==> config.mk <==
export PLATFORM = sky130hd
export DESIGN_NAME = mem_access_unit
export DESIGN_NICKNAME = d
export VERILOG_FILES = /design/src/rtl/mem_access_unit.sv
export SDC_FILE = /design/constraint.sdc
export NUM_CORES = 1
export LEC_CHECK = 0
export BUFFER_PORTS_ARGS = -buffer_cell sky130_fd_sc_hd__buf_2
export CAP_MARGIN = 20
export CORE_ASPECT_RATIO = 0.8
export CORE_MARGIN = 8
export CORE_UTILIZATION = 52
export CTS_CLUSTER_DIAMETER = 60
export DETAILED_ROUTE_END_ITERATION = 10
export PLACE_DENSITY = 0.86
export SLEW_MARGIN = 30
export SYNTH_ARGS = -nofsm -noshare
export SYNTH_HDL_FRONTEND = slang
export SYNTH_SLANG_ARGS = --single-unit
==> constraint.sdc <==
create_clock -name clk -period 2.4 [get_ports clk]
set_input_delay 0.24 -clock clk [delete_from_list [all_inputs] [get_ports clk]]
set_output_delay 0.24 -clock clk [all_outputs]
set_load 0.01 [all_outputs]
==> src/rtl/mem_access_unit.sv <==
// -----------------------------------------------------------------------------
// mem_access_unit
//
// Data-memory side of the load/store path. Accepts one load or store per
// transaction from the pipeline, runs a single-outstanding word-addressed bus
// cycle with a req/ack handshake, and returns a lane-aligned, sign/zero
// extended load result or a store completion. A bus that never acknowledges
// within TIMEOUT_CYCLES is reported as an access fault.
//
// Ports
//   clk, resetb            clock (rising edge), asynchronous active-low reset
//   req_valid / req_ready  request handshake; ready only while idle
//   req_we                 1 = store, 0 = load
//   req_be                 byte enables, already lane-positioned
//   req_signed             sign-extend the load result
//   req_addr               effective byte address
//   req_wdata              unshifted store data
//   resp_valid             one-cycle pulse when a transaction finishes
//   resp_rdata             extended load data (0 for stores and faults)
//   resp_err               fault flag, meaningful with resp_valid
//   bus_req                bus request, held until bus_ack
//   bus_we/addr/be/wdata   bus command, stable while bus_req is high
//   bus_ack                bus completes the access this cycle
//   bus_rdata              read data, valid with bus_ack on loads
//   bus_err                bus error, sampled with bus_ack
// -----------------------------------------------------------------------------
module mem_access_unit #(
  parameter int unsigned TIMEOUT_CYCLES = 255
) (
  input  logic        clk,
  input  logic        resetb,
  input  logic        req_valid,
  output logic        req_ready,
  input  logic        req_we,
  input  logic [3:0]  req_be,
  input  logic        req_signed,
  input  logic [31:0] req_addr,
  input  logic [31:0] req_wdata,
  output logic        resp_valid,
  output logic [31:0] resp_rdata,
  output logic        resp_err,
  output logic        bus_req,
  output logic        bus_we,
  output logic [31:0] bus_addr,
  output logic [3:0]  bus_be,
  output logic [31:0] bus_wdata,
  input  logic        bus_ack,
  input  logic [31:0] bus_rdata,
  input  logic        bus_err
);

  typedef enum logic [1:0] {
    S_IDLE,
    S_BUSY,
    S_RESP
  } state_t;

  state_t      state;
  logic [15:0] wait_cnt;     // cycles spent in BUSY without an ack
  logic        sign_q;       // latched req_signed for the extraction step
  logic [31:0] result_data;  // staged response, published in RESP
  logic        result_err;

  // Terminal count: the wait counter holds the number of ack-less edges
  // already seen, so the final allowed cycle is TIMEOUT_CYCLES-1.
  localparam logic [15:0] LAST_WAIT = 16'(TIMEOUT_CYCLES - 1);

  // Naturally aligned byte, half-word or word enables are the only shapes
  // that map onto a single bus access.
  function automatic logic be_is_legal(input logic [3:0] be);
    case (be)
      4'b0001, 4'b0010, 4'b0100, 4'b1000,
      4'b0011, 4'b1100, 4'b1111: be_is_legal = 1'b1;
      default:                   be_is_legal = 1'b0;
    endcase
  endfunction

  // Replicate store data across every lane so the enabled lanes see the
  // right bytes regardless of the byte offset.
  function automatic logic [31:0] store_lanes(input logic [3:0]  be,
                                              input logic [31:0] wdata);
    case (be)
      4'b0001, 4'b0010, 4'b0100, 4'b1000: store_lanes = {4{wdata[7:0]}};
      4'b0011, 4'b1100:                   store_lanes = {2{wdata[15:0]}};
      default:                            store_lanes = wdata;
    endcase
  endfunction

  // Pick the enabled lane(s) out of the bus word and extend to 32 bits.
  function automatic logic [31:0] load_extract(input logic [3:0]  be,
                                               input logic [31:0] rdata,
                                               input logic        sgn);
    logic [7:0]  b;
    logic [15:0] h;
    b = 8'h00;
    h = 16'h0000;
    case (be)
      4'b0001: b = rdata[7:0];
      4'b0010: b = rdata[15:8];
      4'b0100: b = rdata[23:16];
      4'b1000: b = rdata[31:24];
      4'b0011: h = rdata[15:0];
      4'b1100: h = rdata[31:16];
      default: ;
    endcase
    case (be)
      4'b0001, 4'b0010, 4'b0100, 4'b1000:
        load_extract = {{24{sgn & b[7]}}, b};
      4'b0011, 4'b1100:
        load_extract = {{16{sgn & h[15]}}, h};
      default:
        load_extract = rdata;
    endcase
  endfunction

  // NOTE: sequential state uses non-blocking assignments only, so every
  // register samples the pre-edge value of every other register and the
  // result does not depend on statement order.
  always_ff @(posedge clk or negedge resetb) begin
    if (!resetb) begin
      // NOTE: every register, including the data-path ones, is reset so an
      // aborted transaction leaves no stale command on the bus outputs.
      state       <= S_IDLE;
      req_ready   <= 1'b1;
      resp_valid  <= 1'b0;
      resp_rdata  <= '0;
      resp_err    <= 1'b0;
      bus_req     <= 1'b0;
      bus_we      <= 1'b0;
      bus_addr    <= '0;
      bus_be      <= '0;
      bus_wdata   <= '0;
      wait_cnt    <= '0;
      sign_q      <= 1'b0;
      result_data <= '0;
      result_err  <= 1'b0;
    end else begin
      resp_valid <= 1'b0;  // pulse: only RESP raises it, for one cycle

      case (state)
        S_IDLE: begin
          if (req_valid) begin
            req_ready <= 1'b0;
            if (be_is_legal(req_be)) begin
              state     <= S_BUSY;
              bus_req   <= 1'b1;
              bus_we    <= req_we;
              bus_addr  <= {req_addr[31:2], 2'b00};
              bus_be    <= req_be;
              bus_wdata <= store_lanes(req_be, req_wdata);
              sign_q    <= req_signed;
              wait_cnt  <= '0;
            end else begin
              // be==0000 is a decoder-suppressed access and completes
              // cleanly; any other shape is an alignment fault.
              state       <= S_RESP;
              result_data <= '0;
              result_err  <= (req_be != 4'b0000);
            end
          end
        end

        S_BUSY: begin
          // An ack on the terminal cycle still completes the access.
          if (bus_ack) begin
            state       <= S_RESP;
            bus_req     <= 1'b0;
            result_err  <= bus_err;
            result_data <= (bus_err || bus_we) ? '0
                                               : load_extract(bus_be, bus_rdata, sign_q);
          end else if (wait_cnt == LAST_WAIT) begin
            state       <= S_RESP;
            bus_req     <= 1'b0;
            result_err  <= 1'b1;
            result_data <= '0;
          end else begin
            wait_cnt <= wait_cnt + 16'd1;
          end
        end

        S_RESP: begin
          state      <= S_IDLE;
          req_ready  <= 1'b1;
          resp_valid <= 1'b1;
          resp_rdata <= result_data;
          resp_err   <= result_err;
        end

        default: begin
          state     <= S_IDLE;
          req_ready <= 1'b1;
          bus_req   <= 1'b0;
        end
      endcase
    end
  end

endmodule

### Word-level counts from Yosys, hierarchy flattened

Cells that the tools add are included.

* mux-type cells: 40
* reductions and logical operators: 15
* $add $sub $neg: 1
* bitwise logic cells: 4
* equality and inequality tests: 22

Operators by type and width (count)
* $pmux W32 S2: 3
* $mux W32: 5
* $mux W16: 6
* $pmux W16 S2: 2
* $pmux W8 S4: 1
* $eq A4 B4 Y1 const B: 5
* $add A16 B1 Y16 const B: 1
* $eq A16 B8 Y1 const B: 1
* $eq A4 B2 Y1 const B: 4
* $mux W8: 2
* $mux W1: 13
* $ne A2 B2 Y1 const B: 5
* $eq A4 B1 Y1 const B: 2
* $eq A4 B3 Y1 const B: 2
* $mux W2: 4
* $reduce_and A4 Y1: 2
* $reduce_or A4 Y1: 2
* $reduce_or A7 Y1: 1
* $reduce_and A5 Y1: 1
* $pmux W1 S2: 2
* $pmux W2 S2: 1
* $reduce_and A2 Y1: 2
* $reduce_bool A4 Y1: 1
* $reduce_or A2 Y1: 2
* other kinds (10): 12

* flip-flop bits (word level): 155
* input bits: 107
* output and inout bits: 105
* word-level logic and storage cells: 96

### Depth between registers and ports, before layout

* depth after elaboration: 9
* mapped depth: 9
* gate-level depth less buffers: 7

### Worst setup path after synthesis

OpenSTA, ideal clock, no wires.

* kind: reg2reg
* start: register bus_be[3]
* end: register result_data[21]
* library setup time: 122 ps
* period minus slack after synthesis: 1980 ps
* arrival time: 1858 ps
* path slack: 420 ps
* path buffers: 3
* required time: 2278 ps
* cell stages (with the launch flop): 9
* cells stage by stage: dfrtp_1 > buf_2 > and2_1 > buf_6 > a32o_1 > a221o_1 > o31ai_4 > buf_6 > o2bb2ai_1

* word-level cells in the longest chain between the ends: 9
* elaborated cells on any way between the ends: 20
* classes of those cells: eq/ne (6); mux (10); bitwise (2); reduce/logical (2)

Ends and longest elaborated chain
* start, declared: line 45 `output logic [3:0] bus_be,`
* start signal, assigned: line 149 `bus_be <= req_be;`
* $eq A4 B4 Y1, or another cell as far along: line 97, 106
* $pmux W8 S4 or $pmux W16 S2 (tied branches): line 97 `case (be)`
* $mux W8 or $mux W16 (tied branches): line 165 `if (bus_ack) begin`
* $mux W8 or $mux W16 (tied branches): line 140 `case (state)`
* $and A1 B1 Y1, on equally long branches: line 108, 110
* $pmux W32 S2 (*): line 106 `case (be)`
* $mux W32 (*): line 169 `result_data <= (bus_err || bus_we) ? '0`
* $mux W32 (*): line 165
* $pmux W32 S2 (*): line 140
* end signal, assigned: line 169
* end, declared: line 61 `logic [31:0] result_data;`

Every way passes the cells marked *; elsewhere a longest branch is shown, timed or not. The select of a mux whose other input is x is not followed.
A chain may end at the register's enable or synchronous reset.

### Worst setup path in the final report

* start: register wait_cnt[0]
* end: register wait_cnt[1]

* word-level cells in the longest chain between the ends: 4
* elaborated cells on any way between the ends: 7
* classes of those cells: add/sub (1); eq/ne (2); mux (3); reduce/logical (1)

Ends and longest elaborated chain
* start, declared: line 59 `logic [15:0] wait_cnt;`
* start signal, assigned: line 177 `wait_cnt <= wait_cnt + 16'd1;`
* $add A16 B1 Y16: line 177
* $mux W16: line 171 `end else if (wait_cnt == LAST_WAIT) begin`
* $mux W16: line 165
* $pmux W16 S2: line 140

Several ways; a longest one is shown, not always the timed one. The select of a mux whose other input is x is not followed.

==> results by group <==
Layout
  • Nets: 1021
  • # diodes: 0
  • Core Util, Final: 67.8%
  • Final Non-Filler Cells: 1105
  • Share of cells above drive strength 1: 34.2%
  • Final instance area: 0.00925 sq mm
  • P&R area growth vs syn: 26.8%
  • Filler cell count in the final layout: 1046

Synth
  • EDFF count, synth: 0
  • Ranking of synthesized cells by area: dfrtp_1 (53%), nand2_1 (9.0%), mux2_2 (5.1%), o2bb2ai_1 (3.7%), mux2i_1 (3.3%)
  • Mapped Cells: 697
  • Post-synth ARST share: 100%
  • Cell Area, Synth: 0.00729 sq mm
  • Seq cells post-synth: 155
  • Leading area contributor after synthesis: dfrtp_1
  • Main synth FF type: dfrtp_1
  • Top-area cell type share of the netlist area: 52.8%
  • Syn Area/Cell: 10.5 sq um
  • Ys Warns: 0
  • Yosys cell types: 65
  • Post-synthesis sequential area ratio: 53.2%

STA
  • RSZ-0062 raised after global routing: no
  • Hold_ws: 0.0106 ns
  • Final Max Slew Viols: 0
  • Worst Tran Pin Value: 0.630 ns
  • Period minus WS final: 2.13 ns
  • # setup viols final: 0
  • Setup TNS: 0 ns
  • Final period utilization: 88.8%
  • Hold Vio Cnt, Final: 0
  • Max Freq: 0.469 GHz
  • Slew Limit Headroom: 57.8%
  • Post-route clock skew: 0.0130 ns

Critical path
  • Startpoint Class: register
  • Worst Path Required: 2.70 ns
  • CP arrival: 2.43 ns
  • Critical path type: register to register
  • Worst-path fanout max: 13
  • R2R depth: 8
  • Reg2reg setup slack: 0.27 ns
  • Worst reg2reg startpoint: wait_cnt[0]
  • Critical-path cell list: inv_1, ha_1, nor4b_1, nand4_1, o21ai_2, buf_4, o21ai_0, o41ai_1
  • Reg-to-reg endpoint: wait_cnt[1]
  • Slowest cell on the critical path: dfrtp_1
  • Crit. End Element: register
  • Slowest cell delay on critical path: 0.45 ns
  • Largest delay share family, worst path: simple AND/OR/NAND/NOR gates
  • Crit path buf inv count: 2

Place
  • Post-place instance area: 0.00854 sq mm
  • Routability Congestion: 0.903
  • Placed cells: 1062
  • DP Wirelength: 14700 microns
  • PortBufs: 207

Global route
  • Vias in the first global route: 6364
  • Gr ovfl total: 0
  • First-pass GRT wire length: 32700 microns
  • All-Layer GR Usage: 22.6%
  • Initial antenna violation count: 0
  • Largest net degree at the start of global routing: 68

Detailed routing
  • Avg Vias per Cell: 5.67
  • DR iter-0 viols: 723
  • Drt pass-1 iters: 5
  • Routed Antenna Nets: 0
  • Drt wl/cell: 18.5 microns
  • Total Routed Length: 20400 microns
  • DRC violation count after routing: 0
  • Via Count: 6267

Clock tree
  • Clk Latency, worst-skew pair: 0.42 ns
  • Resized cells post-CTS: 0
  • Longest Clk Path Bufs: 2
  • Postcts setup bufs: 0
  • CTS root buf: clkbuf_16
  • Htree depth: 4
  • Cts bufs inserted: 17
  • Clock sink count: 155
  • Clock slew at reported path FFs: 0.07 ns
  • TritonCTS clock tree: done

Floorplan
  • Die H: 122 microns
  • Die ar.: 0.0181 sq mm
  • Row count: 38
  • I/O pin cnt: 212
  • DIE WIDTH: 148 microns
  • Starting Density: 53.4%
  • Core area: 0.0136 sq mm

Worst hold path
  • Hold endpoint: bus_addr[21]
  • Min-delay worst type: input port to register
  • Worst hold stages: 3
  • Hold Crit Start: req_addr[21]

Pwr
  • Power per cell area: 1270 mW/mm^2
  • Static leakage: 0.00474 uW
  • VDD IR max: 610 uV

Outcome
  • Status: completed

Flow run
  • Max_cap viols: 0
==> placed cells by master, fill, tap and decap left out, types with 3 or more instances in the layout <==
master	n
buf_2	206
nand2_1	174
dfrtp_1	154
mux2_2	33
o21ai_0	31
o2bb2ai_1	31
a21oi_1	27
mux2i_1	24
buf_4	24
clkbuf_16	17
a22o_1	14
dlygate4sd3_1	11
nand2b_1	10
nand3_1	9
or4_1	8
nor2_1	8
a222oi_1	8
inv_6	8
inv_1	7
o31ai_1	7
nor4_1	7
a221oi_1	7
a22oi_1	7
a2bb2oi_1	7
nand4_1	6
o21a_1	5
nand3b_1	4
a211oi_1	4
buf_12	4
nor3_1	3
and3_1	3
and2_1	3
a21o_1	3
==> kinds of logic after synthesis <==
| kind of cell | after synthesis | share of synthesized area [%] |
|---|---|---|
| muxes | 58 | 8.58 |
| other | 1 | 0.0514 |
| and+or+nand+nor | 250 | 15.6 |
| DFF | 155 | 53.2 |
| xor gates and xnor gates | 3 | 0.360 |
| AOI/OAI and AO/OA | 170 | 17.3 |
| adders and majority gates | 2 | 0.343 |
| buffers and inverters | 58 | 4.49 |
==> state kept, by name, summed over array words and instances, names as in the netlist <==
name / flops
bus_wdata: 32
wait_cnt: 16
resp_err: 1
bus_be: 4
resp_valid: 1
result_err: 1
state: 2
bus_we: 1
bus_addr: 30
result_data: 32
sign_q: 1
req_ready: 1
bus_req: 1
resp_rdata: 32
==> stage by stage <==
stage | worst slack [ns] | total power, uW
detailed placement | 0.284 | 9030
global placement | 0.265 | 8880
CTS | 0.241 | 11800
finish | 0.268 | 11700
global route | 0.00609 | 12500
floorplan | 0.420 | 7200
==> how the worst max path moves through the flow <==
stage,start,to,slack (ns),cells after the start
2_1_floorplan,bus_be[3],result_data[21],0.42,8
3_3_place_gp,bus_be[3],result_data[26],0.26,5
4_1_cts,wait_cnt[0],wait_cnt[1],0.24,8
3_5_place_dp,wait_cnt[0],wait_cnt[10],0.28,8
6_report,wait_cnt[0],wait_cnt[1],0.27,8
5_1_grt,wait_cnt[0],wait_cnt[1],0.006,8
==> synthesized netlist by cell type (all sizes together) (6+ instances only) <==
library cell and number:
a21oi 27, a221oi 7, a222oi 8, a22o 14, a22oi 7, a2bb2oi 7, buf 36, clkbuf 15
dfrtp 154, inv 7, mux2 33, mux2i 25, nand2 174, nand2b 10, nand3 9, nand4 6
nor2 9, nor4 7, o21ai 34, o2bb2ai 31, o31ai 8, or4 8
==> worst reg2reg max path, cell delays in order (launching register included) <==
cell and delay [ns]:
dfrtp_1 0.45, inv_1 0.10, ha_1 0.14, nor4b_1 0.34, nand4_1 0.20, o21ai_2 0.30
buf_4 0.24, o21ai_0 0.14, o41ai_1 0.10
==> power by group <==
group	switching, uW	internal (uW)	leakage (uW)
Combinational	2740	2040	0.00242
Sequential	641	3620	0.00204
Clock	1170	1490	0.000282
==> final cells by class <==
| type | count | area, sq um | share of cell area [%] |
|---|---|---|---|
| Tap cell | 180 | 225 | 2.43 |
| Multi-Input combinational cell | 485 | 3120 | 33.7 |
| Sequential cell | 155 | 3880 | 41.9 |
| Timing Repair Buffer | 246 | 1410 | 15.3 |
| Clock buffer | 18 | 439 | 4.75 |
| Inverter | 7 | 26.3 | 0.284 |
| Clock inverter | 14 | 149 | 1.61 |
==> what timing repair did <==
item	4_1_cts	5_1_grt
hold endpoints to repair	63	0
hold buffers	11	0
endpoints found under the setup margin	0	0
==> routing by layer <==
layer  share of wire [%]  global-route usage [%]  up-vias
met5                   0                       0        -
met4                 1.3                    6.80        0
met3                  11                    8.52       27
met2                  45                    34.5      307
met1                  43                    29.7     3008
li1                    -                       -     2925
(Power assumes the default switching activity.)
